File: src/rtl/reg_port_master.sv
// Issue-side initiator for the 8-bit register file: operand fetch with writeback
// bypass, a pending-write scoreboard for RAW/WAW stalls, and a one-entry operand stage.
module reg_port_master #(
  parameter int unsigned DW    = 8,
  parameter int unsigned AW    = 5,
  parameter int unsigned NREGS = 32
) (
  input  logic             clk,
  input  logic             rst_n,
  input  logic             iss_valid,
  output logic             iss_ready,
  input  logic [AW-1:0]    iss_rs1,
  input  logic [AW-1:0]    iss_rs2,
  input  logic [AW-1:0]    iss_rd,
  input  logic             iss_wr,
  output logic             op_valid,
  input  logic             op_ready,
  output logic [DW-1:0]    op_a,
  output logic [DW-1:0]    op_b,
  output logic [AW-1:0]    op_rd,
  output logic             op_wr,
  input  logic             wb_valid,
  input  logic [AW-1:0]    wb_rd,
  input  logic [DW-1:0]    wb_data,
  output logic [7:0]       rf_a1,
  output logic [7:0]       rf_a2,
  output logic             rf_re,
  input  logic [DW-1:0]    rf_rd1,
  input  logic [DW-1:0]    rf_rd2,
  output logic [7:0]       rf_a3,
  output logic [DW-1:0]    rf_wdata,
  output logic             rf_we,
  output logic [NREGS-1:0] busy_mask,
  output logic [7:0]       stall_cnt,
  output logic             err_wb
);

  localparam int unsigned RFAW = 8;
  localparam int unsigned CNTW = 8;
  localparam logic [CNTW-1:0] CNT_MAX = '1;

  typedef enum logic {RUN, STALL} state_t;

  state_t            state_q, state_d;
  logic              op_valid_q, op_valid_d;
  logic [DW-1:0]     op_a_q, op_a_d, op_b_q, op_b_d;
  logic [AW-1:0]     op_rd_q, op_rd_d;
  logic              op_wr_q, op_wr_d;
  logic [NREGS-1:0]  busy_q, busy_d;
  logic [CNTW-1:0]   stall_cnt_q, stall_cnt_d;
  logic              err_wb_q, err_wb_d;

  logic clr_rs1, clr_rs2, clr_rd, hazard, accept, ready;

  // File ports follow their sources directly so the file writes on the same edge
  assign rf_a1    = RFAW'(iss_rs1);
  assign rf_a2    = RFAW'(iss_rs2);
  assign rf_re    = iss_valid;
  assign rf_a3    = RFAW'(wb_rd);
  assign rf_wdata = wb_data;
  assign rf_we    = wb_valid;

  assign op_valid  = op_valid_q;
  assign op_a      = op_a_q;
  assign op_b      = op_b_q;
  assign op_rd     = op_rd_q;
  assign op_wr     = op_wr_q;
  assign busy_mask = busy_q;
  assign stall_cnt = stall_cnt_q;
  assign err_wb    = err_wb_q;
  assign iss_ready = ready;

  always_comb begin
    clr_rs1 = 1'b0;
    clr_rs2 = 1'b0;
    clr_rd  = 1'b0;
    hazard  = 1'b0;
    ready   = 1'b0;
    accept  = 1'b0;
    clr_rs1 = wb_valid && (wb_rd == iss_rs1);
    clr_rs2 = wb_valid && (wb_rd == iss_rs2);
    clr_rd  = wb_valid && (wb_rd == iss_rd);
    // A writeback landing this edge resolves the hazard through the bypass
    hazard  = (busy_q[iss_rs1] && !clr_rs1) ||
              (busy_q[iss_rs2] && !clr_rs2) ||
              (iss_wr && busy_q[iss_rd] && !clr_rd);
    ready   = rst_n && !hazard && (!op_valid_q || op_ready);
    accept  = iss_valid && ready;
  end

  always_comb begin
    state_d     = state_q;
    op_valid_d  = op_valid_q;
    op_a_d      = op_a_q;
    op_b_d      = op_b_q;
    op_rd_d     = op_rd_q;
    op_wr_d     = op_wr_q;
    busy_d      = busy_q;
    stall_cnt_d = stall_cnt_q;
    err_wb_d    = err_wb_q;

    case (state_q)
      RUN:     if (iss_valid && hazard) state_d = STALL;
      STALL:   if (!iss_valid || !hazard) state_d = RUN;
      default: state_d = RUN;
    endcase

    if (state_q == STALL && iss_valid && stall_cnt_q != CNT_MAX)
      stall_cnt_d = stall_cnt_q + CNTW'(1);

    if (accept) begin
      op_valid_d = 1'b1;
      op_a_d     = clr_rs1 ? wb_data : rf_rd1;
      op_b_d     = clr_rs2 ? wb_data : rf_rd2;
      op_rd_d    = iss_rd;
      op_wr_d    = iss_wr;
    end else if (op_ready) begin
      op_valid_d = 1'b0;
    end

    // Clear first so a same-edge set of the same register wins
    if (wb_valid) begin
      if (!busy_q[wb_rd]) err_wb_d = 1'b1;
      busy_d[wb_rd] = 1'b0;
    end
    if (accept && iss_wr) busy_d[iss_rd] = 1'b1;
  end

  always_ff @(posedge clk or negedge rst_n) begin
    if (!rst_n) begin
      state_q     <= RUN;
      op_valid_q  <= 1'b0;
      op_a_q      <= '0;
      op_b_q      <= '0;
      op_rd_q     <= '0;
      op_wr_q     <= 1'b0;
      busy_q      <= '0;
      stall_cnt_q <= '0;
      err_wb_q    <= 1'b0;
    end else begin
      state_q     <= state_d;
      op_valid_q  <= op_valid_d;
      op_a_q      <= op_a_d;
      op_b_q      <= op_b_d;
      op_rd_q     <= op_rd_d;
      op_wr_q     <= op_wr_d;
      busy_q      <= busy_d;
      stall_cnt_q <= stall_cnt_d;
      err_wb_q    <= err_wb_d;
    end
  end

endmodule

File: config.mk
export PLATFORM = sky130hd
export DESIGN_NAME = reg_port_master
export DESIGN_NICKNAME = d
export VERILOG_FILES = /design/src/rtl/reg_port_master.sv
export SDC_FILE = /design/constraint.sdc
export NUM_CORES = 1
export LEC_CHECK = 0
export CORE_UTILIZATION = 47
export CTS_BUF_LIST = sky130_fd_sc_hd__clkbuf_4 sky130_fd_sc_hd__clkbuf_8 sky130_fd_sc_hd__clkbuf_16
export CTS_CLUSTER_SIZE = 8
export DETAILED_ROUTE_END_ITERATION = 16
export GPL_TIMING_DRIVEN = 0
export PLACE_DENSITY_LB_ADDON = 0.25
export REMOVE_ABC_BUFFERS = 1
export SYNTH_ARGS = -nofsm -noshare
export SYNTH_HDL_FRONTEND = slang
export SYNTH_SLANG_ARGS = --single-unit
File: constraint.sdc
create_clock -name clk -period 3.3 [get_ports clk]
set_clock_uncertainty 0.1 [all_clocks]
set_input_delay 0.66 -clock clk [delete_from_list [all_inputs] [get_ports clk]]
set_output_delay 0.66 -clock clk [all_outputs]
set_load 0.1 [all_outputs]
==> reports/metrics.csv <==
metric;value;unit
Avg Cell Area, Syn;11.7;um^2
largest net degree at the start of global routing;67;
Crit Path Class;in2out;
ANT cells;0;
final hold vios;0;
WP buf/inv;2;
Slowest cell on crit path;mux4_2;
Mapped Area;4500;um^2
DRT Pass-1 Iters;5;
setup_tns;0;ns
dominant register cell in the synthesized netlist;dfrtp_1;
Least-Margin Pin Slew;1.02;ns
clk buf depth;2;
flops & latches, synth;65;
Slew Limit Fails;0;
LEAKAGE;2.38;nW
Hold Worst Slack;0.294;ns
post-route ant nets;0;
flop2flop setup slack;0.37;ns
RSZ-0062 raised after global routing;yes;
fin crit share;0.985;
outcome;finished clean;
Fmax;0.308;GHz
die area;9960;um^2
critical path fanouts, max;9;
Setup crit end kind;output pin;
Via Count;3720;
clk sinks;65;
Layout area overhead;32.6;%
DRT Wirelength;12.8;mm
Top delay family on crit path;multiplexers;
relative slew slack;0.319;
Post-Syn Instances;385;
first-pass GRT wire length;19.8;mm
Clock Latency Late Sink;0.35;ns
worst r2r path cells;8;
asr flop ratio synth;1.00;
initial antenna violation count;0;
register area share after synthesis;0.362;
CP Cell Sequence;buf_6, mux4_2, mux2i_2, nand3b_1, and4b_1, nor4_4, buf_6;
Max VDD drop;0.000461;V
Post-DP HPWL;8.67;mm
Via-to-Cell Ratio;6.03;
Worst Path Arrival;2.49;ns
Die Y;99.8;um
CP Data Required Time;2.54;ns
Reg2Reg Launch Point;busy_mask[13]$_DFF_PN0_;
# H-tree levels;3;
TritonCTS clock tree;yes;
Yosys warnings;0;
Final min period;3.25;ns
die width;99.8;um
Starting DRT DRC Count;449;
Rows;35;
core area;9240;um^2
Post-synth EDFFs;0;
global placer's final weighted congestion;0.892;
vias in the first global route;3663;
PortBufs;139;
fillers;729;
hold crit path type;in2async;
Final setup viols;0;
maxcap violations;0;
CP max stage delay;0.52;ns
nets;534;
DRC viols;0;
most frequent CP cell;buf_6;
DR WL/cell;20.8;um
Root Driver;clkbuf_8;
RR Endpoint;op_b[2]$_DFFE_PN0P_;
global route overflow;0;
GRT Util Overall;0.264;
share of cells above drive strength 1;0.252;
pre-CTS WS;-1.98;ns
startpoint class of the critical path;primary input;
P per Cell Area;651;nW/um^2
starting density of the core;0.487;
clk slew on worst S/H paths;0.08;ns
CTS buffer count;9;
Worst Slack Setup Final;0.0481;ns
Yosys cell types;40;
io pins;149;
[timing repair]
| action | in CTS | in global routing |
|---|---|---|
| endpoints found under the hold margin | 0 | 0 |
| hold buffers | 0 | 0 |
| setup endpoints to repair | 67 | 38 |
| setup buffers | 2 | 1 |
| gates resized for setup | 92 | 8 |
| pin swaps | 4 | 5 |
[report_power, final]
part / total (mW) / switching (mW) / internal (mW)
Combinational: 2.05 / 1.50 / 0.548
Sequential: 1.06 / 0.127 / 0.936
Clock: 0.769 / 0.344 / 0.425
Total: 3.88 / 1.97 / 1.91
[registers in the layout (all words and copies together), names as in the netlist]
register and flops:
err_wb 1, op_valid 1, stall_cnt 8, busy_mask 32
op_b 8, op_wr 1, op_a 8, op_rd 5
state_q 1
[synth_stat cells (all sizes together), types with 4 or more instances]
cell / instances / area (um^2)
nor2: 6 / 22.5
nor2b: 9 / 56.3
clkbuf: 13 / 50.0
or3b: 4 / 35.0
mux4: 30 / 676
xor2: 9 / 78.8
nor4: 6 / 52.6
xnor2: 13 / 114
nand2b: 5 / 31.3
buf: 50 / 348
and3: 7 / 43.8
dfrtp: 65 / 1630
o31ai: 32 / 240
nand3b: 11 / 82.6
nand3: 5 / 25.0
mux2: 42 / 537
mux2i: 12 / 120
nand2: 14 / 60.1
o21ai: 33 / 165
[worst max-delay path by stage]
stage / start / end / slack [ns] / cells after the start
2_1_floorplan: busy_mask[7]$_DFF_PN0_ / op_a[0]$_DFFE_PN0P_ / -1.06 / 7
4_1_cts: wb_rd[3] / iss_ready / 0.002 / 7
3_5_place_dp: iss_rd[0] / iss_ready / -1.98 / 7
5_1_grt: iss_rs1[0] / iss_ready / -0.06 / 7
6_report: iss_rs1[0] / iss_ready / 0.05 / 7
3_3_place_gp: rst_n / iss_ready / -2.70 / 4
[through the flow]
step | instances | area [um^2] | total power, mW | utilization
2_1_floorplan | 330 | 4130 | 2.46 | -
3_3_place_gp | 598 | 5680 | 3.10 | 0.615
3_5_place_dp | 598 | 5680 | 3.12 | 0.615
4_1_cts | 616 | 5950 | 3.90 | 0.644
5_1_grt | 617 | 5960 | 4.00 | 0.645
6_report | 617 | 5960 | 3.88 | 0.645
[metal layers]
layer  wire, um  vias to the layer above  part of all wire  global-route usage
li1           -                     1613                 -                   -
met2       6280                      226              0.49               0.419
met4        228                        0             0.018              0.0939
met1       5090                     1854              0.40               0.355
met5          0                        -                 0                   0
met3       1230                       27             0.096              0.0648
[area by class of cell]
type	count	area (um^2)	area share
Multi-Input combinational cell	264	2560	0.429
Clock inverter	7	95.1	0.0159
Sequential cell	65	1630	0.273
Timing Repair Buffer	142	1400	0.234
Inverter	1	3.75	0.000629
Tap cell	129	161	0.0271
Clock buffer	9	124	0.0208
[cells by family after synthesis]
logic type               after synthesis  synth area share
AO/OA/AOI/OAI                         74             0.104
flip-flops                            65             0.362
adder cells (fa/ha/maj)                1           0.00278
multiplexers                          84             0.296
buffers and inverters                 64            0.0893
other                                  1          0.000834
XOR/XNOR                              22            0.0429
AND/OR/NAND/NOR                       74             0.102
[placed cells by master (no fill, tap or decap), types with 2 or more instances in the layout]
| cell | n |
|---|---|
| nand3b_1 | 11 |
| mux4_2 | 30 |
| xor2_1 | 9 |
| clkdlybuf4s50_1 | 117 |
| clkinv_4 | 2 |
| buf_8 | 2 |
| mux2_4 | 18 |
| or3b_2 | 4 |
| nand3_1 | 5 |
| nand2b_1 | 5 |
| conb_1 | 9 |
| nand4_1 | 3 |
| clkinv_2 | 2 |
| dfrtp_1 | 65 |
| o21ai_0 | 33 |
| and3_4 | 2 |
| nor2b_1 | 9 |
| xnor2_1 | 13 |
| buf_2 | 6 |
| dlygate4sd2_1 | 3 |
| o31ai_1 | 32 |
| clkdlybuf4s15_2 | 6 |
| a31oi_1 | 2 |
| mux2_2 | 24 |
| buf_6 | 2 |
| and3_1 | 5 |
| mux2i_1 | 11 |
| nor2_1 | 6 |
| nor4_1 | 2 |
| or3_1 | 2 |
| nand2_1 | 13 |
| nor4_2 | 3 |
| clkbuf_8 | 9 |
| buf_4 | 4 |
| bufinv_16 | 2 |
Note: power is estimated with default switching activity, not from simulation.
